## config.mk

```make
export PLATFORM = sky130hd
export DESIGN_NAME = multicycle_ctrl_unit
export DESIGN_NICKNAME = d
export VERILOG_FILES = /design/src/rtl/multicycle_ctrl_unit.sv
export SDC_FILE = /design/constraint.sdc
export NUM_CORES = 1
export LEC_CHECK = 0
export BUFFER_PORTS_ARGS = -buffer_cell sky130_fd_sc_hd__buf_2
export CAP_MARGIN = 20
export CORE_ASPECT_RATIO = 1.1
export CORE_UTILIZATION = 50
export DETAILED_ROUTE_END_ITERATION = 12
export GPL_TIMING_DRIVEN = 0
export PLACE_DENSITY = 0.81
export SKIP_CTS_REPAIR_TIMING = 1
export SYNTH_ARGS = -nofsm -noshare
export SYNTH_HDL_FRONTEND = slang
export SYNTH_SLANG_ARGS = --single-unit
```

## constraint.sdc

```tcl
create_clock -name clk -period 1.9 [get_ports clk]
set_input_delay 0.19 -clock clk [delete_from_list [all_inputs] [get_ports clk]]
set_output_delay 0.19 -clock clk [all_outputs]
set_load 0.005 [all_outputs]
```

## src/rtl/multicycle_ctrl_unit.sv

```systemverilog
// Multicycle CPU control unit: sequences IF/ID/EXE/BR/AGEN/MEM/WB and decodes
// every datapath strobe from the state register and the current opcode.
module multicycle_ctrl_unit #(
  parameter int OP_W        = 6,
  parameter int ALUOP_W     = 3,
  parameter int MEM_WAIT_EN = 1
) (
  input  logic               clk,
  input  logic               RST,
  input  logic [OP_W-1:0]    opcode,
  input  logic               zero,
  input  logic               imem_ready,
  input  logic               dmem_ready,
  output logic               PCWre,
  output logic [1:0]         PCSrc,
  output logic               IRWre,
  output logic               InsMemRW,
  output logic               DataMemEn,
  output logic               DataMemRW,
  output logic               RegWre,
  output logic               WrRegData,
  output logic               ALUM2Reg,
  output logic               ALUSrcB,
  output logic [1:0]         ExtSel,
  output logic [1:0]         RegOut,
  output logic [ALUOP_W-1:0] ALUOp,
  output logic [3:0]         state,
  output logic               halted,
  output logic               illegal
);

  typedef enum logic [3:0] {
    S_IF   = 4'd0,
    S_ID   = 4'd1,
    S_AGEN = 4'd2,
    S_MEM  = 4'd3,
    S_WBM  = 4'd4,
    S_BR   = 4'd5,
    S_EXE  = 4'd6,
    S_WBR  = 4'd7,
    S_HALT = 4'd8,
    S_TRAP = 4'd9
  } state_e;

  typedef enum logic [3:0] {
    C_ALU, C_SW, C_LW, C_BEQ, C_J, C_JR, C_JAL, C_HALT, C_ILL
  } class_e;

  state_e     state_q, state_d;
  logic       illegal_q, illegal_d;
  class_e     cls;
  logic [5:0] op6;
  logic       imem_rdy, dmem_rdy;

  logic       dec_wrreg, dec_m2reg, dec_srcb;
  logic [1:0] dec_ext, dec_regout;
  logic [2:0] dec_aluop;

  assign op6      = opcode[OP_W-1 -: 6];
  assign imem_rdy = (MEM_WAIT_EN != 0) ? imem_ready : 1'b1;
  assign dmem_rdy = (MEM_WAIT_EN != 0) ? dmem_ready : 1'b1;

  always_comb begin
    cls        = C_ILL;
    dec_wrreg  = 1'b0;
    dec_m2reg  = 1'b0;
    dec_srcb   = 1'b0;
    dec_ext    = 2'b00;
    dec_regout = 2'b00;
    dec_aluop  = 3'b000;
    case (op6)
      6'b000000: begin cls = C_ALU; dec_regout = 2'b10; dec_aluop = 3'b000; end
      6'b000001: begin cls = C_ALU; dec_regout = 2'b10; dec_aluop = 3'b001; end
      6'b000010: begin
        cls = C_ALU; dec_srcb = 1'b1; dec_ext = 2'b10; dec_regout = 2'b01; dec_aluop = 3'b000;
      end
      6'b010000: begin cls = C_ALU; dec_regout = 2'b10; dec_aluop = 3'b101; end
      6'b010001: begin cls = C_ALU; dec_regout = 2'b10; dec_aluop = 3'b110; end
      6'b010010: begin
        cls = C_ALU; dec_srcb = 1'b1; dec_ext = 2'b01; dec_regout = 2'b01; dec_aluop = 3'b101;
      end
      6'b011000: begin
        cls = C_ALU; dec_srcb = 1'b1; dec_ext = 2'b00; dec_regout = 2'b10; dec_aluop = 3'b100;
      end
      6'b100000: begin cls = C_ALU; dec_regout = 2'b10; dec_aluop = 3'b000; end
      6'b100111: begin cls = C_ALU; dec_regout = 2'b10; dec_aluop = 3'b010; end
      6'b110000: begin cls = C_SW; dec_srcb = 1'b1; dec_ext = 2'b10; end
      6'b110001: begin
        cls = C_LW; dec_srcb = 1'b1; dec_ext = 2'b10;
        dec_regout = 2'b01; dec_wrreg = 1'b1; dec_m2reg = 1'b1;
      end
      6'b110100: begin cls = C_BEQ; dec_ext = 2'b10; dec_aluop = 3'b111; end
      6'b111000: cls = C_J;
      6'b111001: cls = C_JR;
      6'b111010: cls = C_JAL;
      6'b111111: cls = C_HALT;
      default:   cls = C_ILL;
    endcase
    if (cls == C_ALU) dec_wrreg = 1'b1;
  end

  always_ff @(posedge clk or negedge RST) begin
    if (!RST) begin
      state_q   <= S_IF;
      illegal_q <= 1'b0;
    end else begin
      state_q   <= state_d;
      illegal_q <= illegal_d;
    end
  end

  always_comb begin
    state_d   = state_q;
    illegal_d = illegal_q;
    case (state_q)
      S_IF:   if (imem_rdy) state_d = S_ID;
      S_ID: begin
        case (cls)
          C_J, C_JR, C_JAL: state_d = S_IF;
          C_ALU:            state_d = S_EXE;
          C_BEQ:            state_d = S_BR;
          C_SW, C_LW:       state_d = S_AGEN;
          C_HALT:           state_d = S_HALT;
          default: begin
            state_d   = S_TRAP;
            illegal_d = 1'b1;
          end
        endcase
      end
      S_EXE:  state_d = S_WBR;
      S_WBR:  state_d = S_IF;
      S_BR:   state_d = S_IF;
      S_AGEN: state_d = S_MEM;
      S_MEM:  if (dmem_rdy) state_d = (cls == C_LW) ? S_WBM : S_IF;
      S_WBM:  state_d = S_IF;
      S_HALT: state_d = S_HALT;
      S_TRAP: state_d = S_TRAP;
      default: state_d = S_IF;
    endcase
  end

  always_comb begin
    PCWre     = 1'b0;
    PCSrc     = 2'b00;
    IRWre     = 1'b0;
    InsMemRW  = 1'b0;
    DataMemEn = 1'b0;
    DataMemRW = 1'b0;
    RegWre    = 1'b0;
    WrRegData = 1'b0;
    ALUM2Reg  = 1'b0;
    ALUSrcB   = 1'b0;
    ExtSel    = 2'b00;
    RegOut    = 2'b00;
    ALUOp     = '0;
    state     = state_q;
    halted    = (state_q == S_HALT);
    illegal   = illegal_q;

    // Decode fields hold for the whole instruction, from ID to its final state.
    if (state_q != S_IF && state_q != S_HALT && state_q != S_TRAP) begin
      WrRegData = dec_wrreg;
      ALUM2Reg  = dec_m2reg;
      ALUSrcB   = dec_srcb;
      ExtSel    = dec_ext;
      RegOut    = dec_regout;
      ALUOp     = ALUOP_W'(dec_aluop);
    end

    case (state_q)
      S_IF: IRWre = imem_rdy & RST;
      S_ID: begin
        case (cls)
          C_J:  begin PCWre = 1'b1; PCSrc = 2'b11; end
          C_JR: begin PCWre = 1'b1; PCSrc = 2'b10; end
          C_JAL: begin
            PCWre = 1'b1; PCSrc = 2'b11; RegWre = 1'b1;
            WrRegData = 1'b0; RegOut = 2'b00;
          end
          default: ;
        endcase
      end
      S_WBR, S_WBM: begin
        RegWre = 1'b1;
        PCWre  = 1'b1;
      end
      S_BR: begin
        PCWre = 1'b1;
        PCSrc = zero ? 2'b01 : 2'b00;
      end
      S_MEM: begin
        DataMemEn = 1'b1;
        DataMemRW = (cls == C_SW);
        if (dmem_rdy && cls == C_SW) PCWre = 1'b1;
      end
      default: ;
    endcase
  end

endmodule

```

Word-level counts from Yosys, hierarchy flattened. Index checks and enable logic that the tools add are counted.

Bits in registers: 5. Output and inout bits: 24.

Eq/ne operators: 35. Mux-type cells: 33. Bitwise gates (word level): 2. Reductions and logical operators: 21.

Operator list (count): $eq 6x6->1 const B (9); $eq 4x3->1 const B (8); $pmux 4 s8 (1); $pmux 4 s7 (1); $eq 6x5->1 const B (4); $pmux 4 s5 (1); $pmux 3 s6 (1); $eq 4x2->1 const B (4); $pmux 2 s2 (4); $mux 1 (15); $reduce_or 3->1 (3); $reduce_or 9->1 (1); $eq 4x1->1 const B (2); $eq 4x4->1 const B (2); $logic_not 4->1 (2); $mux 2 (4); $mux 4 (2); $ne 4x4->1 const B (2); $reduce_or 2->1 (4); $reduce_or 8->1 (1); $reduce_or 7->1 (1); $eq 6x1->1 const B (1); $eq 6x2->1 const B (1); $logic_not 6->1 (1); 11 further kinds (16).

Longest topological paths before layout.
Word-level depth: 8. Depth in mapped cells: 7.

Worst setup path before layout. Ideal clock, no wire load.

Path type: register to output. Start: reg state_q[3] (netlist: state[3]). End: out PCWre. Arrival time: 1.416 ns. Required time: 1.710 ns. Slack: 0.294 ns. Cell stages (with the launch flop): 7. Buffers on the path: 1. Cells stage by stage: dfrtp_1 -> buf_2 -> nor2_1 -> and3_1 -> nand3_1 -> or3_1 -> o2bb2ai_1.

Cells in the longest elaborated chain, start to end: 3. Elaborated cells between the ends (all ways): 7. Those cells by class: 5 x eq/ne; 1 x mux; 1 x reduce/logical.

Ends and longest elaborated chain: start, declared (RTL line 49) `state_e state_q, state_d;`; start signal, assigned (RTL line 107) `state_q <= state_d;`; $eq 4x3->1 (RTL line 170) `case (state_q)`; $reduce_or 3->1 (no line); $pmux 1 s3 * (RTL line 170); end, declared (RTL line 14) `output logic PCWre,`.

Every way passes the cells marked *; elsewhere a longest branch is shown, timed or not.

Worst setup path after layout.
Start: reg state_q[2] (netlist: state[2]). End: out RegWre.

Cells in the longest elaborated chain, start to end: 3. Elaborated cells between the ends (all ways): 5. Those cells by class: 3 x eq/ne; 1 x mux; 1 x reduce/logical.

Ends and longest elaborated chain: $eq 4x3->1 (RTL line 170); $reduce_or 2->1 (RTL line 170); $pmux 1 s2 * (RTL line 170); end, declared (RTL line 20) `output logic RegWre,`.

Marked as above.

==> flow_summary.json <==
{
  "hpwl_mm": 2.32,
  "yosysSeqAreaShare_pct": 12.6,
  "worst_ep_required_time_ns": 1.71,
  "crit_path_start_kind": "flip-flop",
  "arrival_ns": 1.81,
  "async_flop_share_pct": 100,
  "holdWs_ns": 0.307,
  "seq_power_share_pct": 25.1,
  "post-route-period-util_pct": 105,
  "ys.warnings.count": 0,
  "cts_root_buf": "clkbuf_4",
  "slew-limit-headroom_pct": 67.0,
  "wl_per_cell_um": 14.9,
  "end_kind": "primary output",
  "synth_area_leaders": "dfrtp_1 13%, nor3_1 8.6%, nor2_1 7.6%, o21ai_0 6.1%, a21oi_1 4.5%",
  "portBuffers": 31,
  "grtUsageTotal_pct": 30.0,
  "antennaDiodeCount": 0,
  "via_per_inst": 6.20,
  "crit_type": "flip-flop to primary output",
  "powerDensity_nw_per_um2": 441,
  "power.share.clock_pct": 21.7,
  "grt_max_degree": 11,
  "syn_area_um2": 992,
  "cts_tree": "built",
  "pin_count": 35,
  "syn_to_final_growth_pct": 32.3,
  "rows": 16,
  "finalSetupTns_ns": -0.205,
  "cts_buffers": 3,
  "grt_pass1_vias": 1139,
  "clk_path_buf_depth": 2,
  "start_util_pct": 54.5,
  "drt-total-wl_mm": 3.33,
  "num_vias": 1383,
  "synth_top_area_share_pct": 12.6,
  "fp.dieW_um": 44.5,
  "drive_gt1_share_pct": 31.1,
  "intPower_mw": 0.333,
  "finalSetupViolations": 5,
  "grt_pass1_wl_mm": 5.12,
  "synth_ff_type": "dfrtp_1",
  "synth.distinct_cells": 47,
  "antenna_found_initial": 0,
  "crit_fanout": 10,
  "power.switching_mw": 0.246,
  "worst_pin_slew_ns": 0.491,
  "max_cap_viol_count": 0,
  "finalHoldViolCount": 0,
  "slew_violations": 0,
  "clk_pin_slew_ns": 0.04,
  "ctsHtreeMaxLevel": 1,
  "total_power_mw": 0.579,
  "p_leak_nw": 0.557,
  "fin_skew_ns": 0.0000866,
  "ys_ff_latch": 5,
  "place_congestion": 0.959,
  "syn_avg_cell_area_um2": 6.32,
  "max_freq_mhz": 501,
  "clkLatencyLatePin_ns": 0.24,
  "synth_edf_count": 0,
  "finalCriticalPeriod_ns": 2.00,
  "fp.coreArea_um2": 1820,
  "ant_nets": 0,
  "synth.most_common_cell": "nor2_1",
  "setup_ws_ns": -0.0951,
  "syn-num-nets": 168,
  "die_area_um2": 2170,
  "min_path_type": "input port to asynchronous set/reset pin",
  "die_y_um": 48.7,
  "p_sw_share_pct": 42.4,
  "rsz0062_at_grt": "true",
  "cts_sinks": 5,
  "grt.overflow.total": 0,
  "drc": 0,
  "violations": "negative setup slack",
  "postSynthCellCount": 157,
  "netlist_top_cells_count": "20 x nor2_1, 17 x nor3_1, 12 x o21ai_0",
  "status": "finished with violations",
  "p_comb_share_pct": 53.2,
  "synth_top_cell_by_area": "dfrtp_1",
  "nets": 208,
  "vdd.ir_drop.worst_mv": 0.423,
  "drt_pass1_iterations": 5,
  "drt_iter0_drc": 61
}
layout by cell type (no fill, tap or decap), types with 6 or more instances in the layout:
master / Yosys / routed
buf_2: 5 / 33
nor2_1: 20 / 19
nor3_1: 17 / 16
o21ai_0: 12 / 12
a21oi_1: 9 / 9
inv_1: 9 / 8
nand2_1: 8 / 7
nand3_1: 7 / 6
metrics by stage:
step                      util, %  setup WS (ns)  instance area [um2]  std cells
after CTS                    66.3         -0.215                 1210        219
after detailed placement     64.8         -0.197                 1180        215
after floorplan                 -          0.294                  992        157
final                        72.0        -0.0951                 1310        223
after global placement       64.8         -0.179                 1180        215
after global routing         72.0         -0.147                 1310        223
sequential cells by signal, indices dropped and copies added (netlist names):
| name | flops |
|---|---|
| illegal | 1 |
| state | 4 |
layer usage:
layer / global-route usage (%) / part of all wire (%) / vias up
li1: - / - / 650
met4: 7.58 / 1.3 / 0
met3: 2.24 / 7.4 / 8
met5: 0 / 0 / -
met2: 51.7 / 51 / 89
met1: 39.2 / 40 / 636
power by group through the flow:
stage	clock (mW)	sequential, mW	combinational (mW)
6_report	0.126	0.145	0.308
5_1_grt	0.137	0.148	0.341
4_1_cts	0.125	0.144	0.280
3_5_place_dp	0	0.145	0.279
3_3_place_gp	0	0.143	0.273
2_1_floorplan	0	0.145	0.190
cell families (layout without fill, tap and decap cells):
family / count (synthesis) / count (layout) / synth area share [%]
AOI/OAI and AO/OA: 50 / 50 / 35.2
muxes: 1 / 1 / 1.01
buffers and inverters: 24 / 63 / 12.0
adders and majority gates: 1 / 1 / 1.01
DFF: 5 / 5 / 12.6
other: 1 / 1 / 0.378
and+or+nand+nor: 73 / 73 / 36.1
xor gates and xnor gates: 2 / 2 / 1.77
cell type report:
type                            count  area, um2
Tap cell                           27       33.8
Multi-Input combinational cell    128        806
Buffer                             15       96.3
Clock buffer                        4       26.3
Timing Repair Buffer               35        188
Sequential cell                     5        125
Fill cell                         160        509
Inverter                            9       37.5
critical path: stages (launching register included):
cell and delay [ns]:
dfrtp_1 0.50, clkbuf_1 0.39, nand2_1 0.19, a221oi_2 0.33, buf_2 0.16
path summary, 6_finish.rpt:
check                                start        to  slack, ns  depth (start not counted)
worst max-delay path              state[2]    RegWre       -0.1                          4
worst min-delay path                   RST   illegal       0.31                          2
worst max register to register    state[2]  state[0]       0.07                          5
worst min register to register     illegal   illegal       0.47                          1
max in group asynchronous              RST  state[1]       1.45                          2
min in group clk                dmem_ready  state[0]       0.32                          3
(Power assumes the default switching activity.)
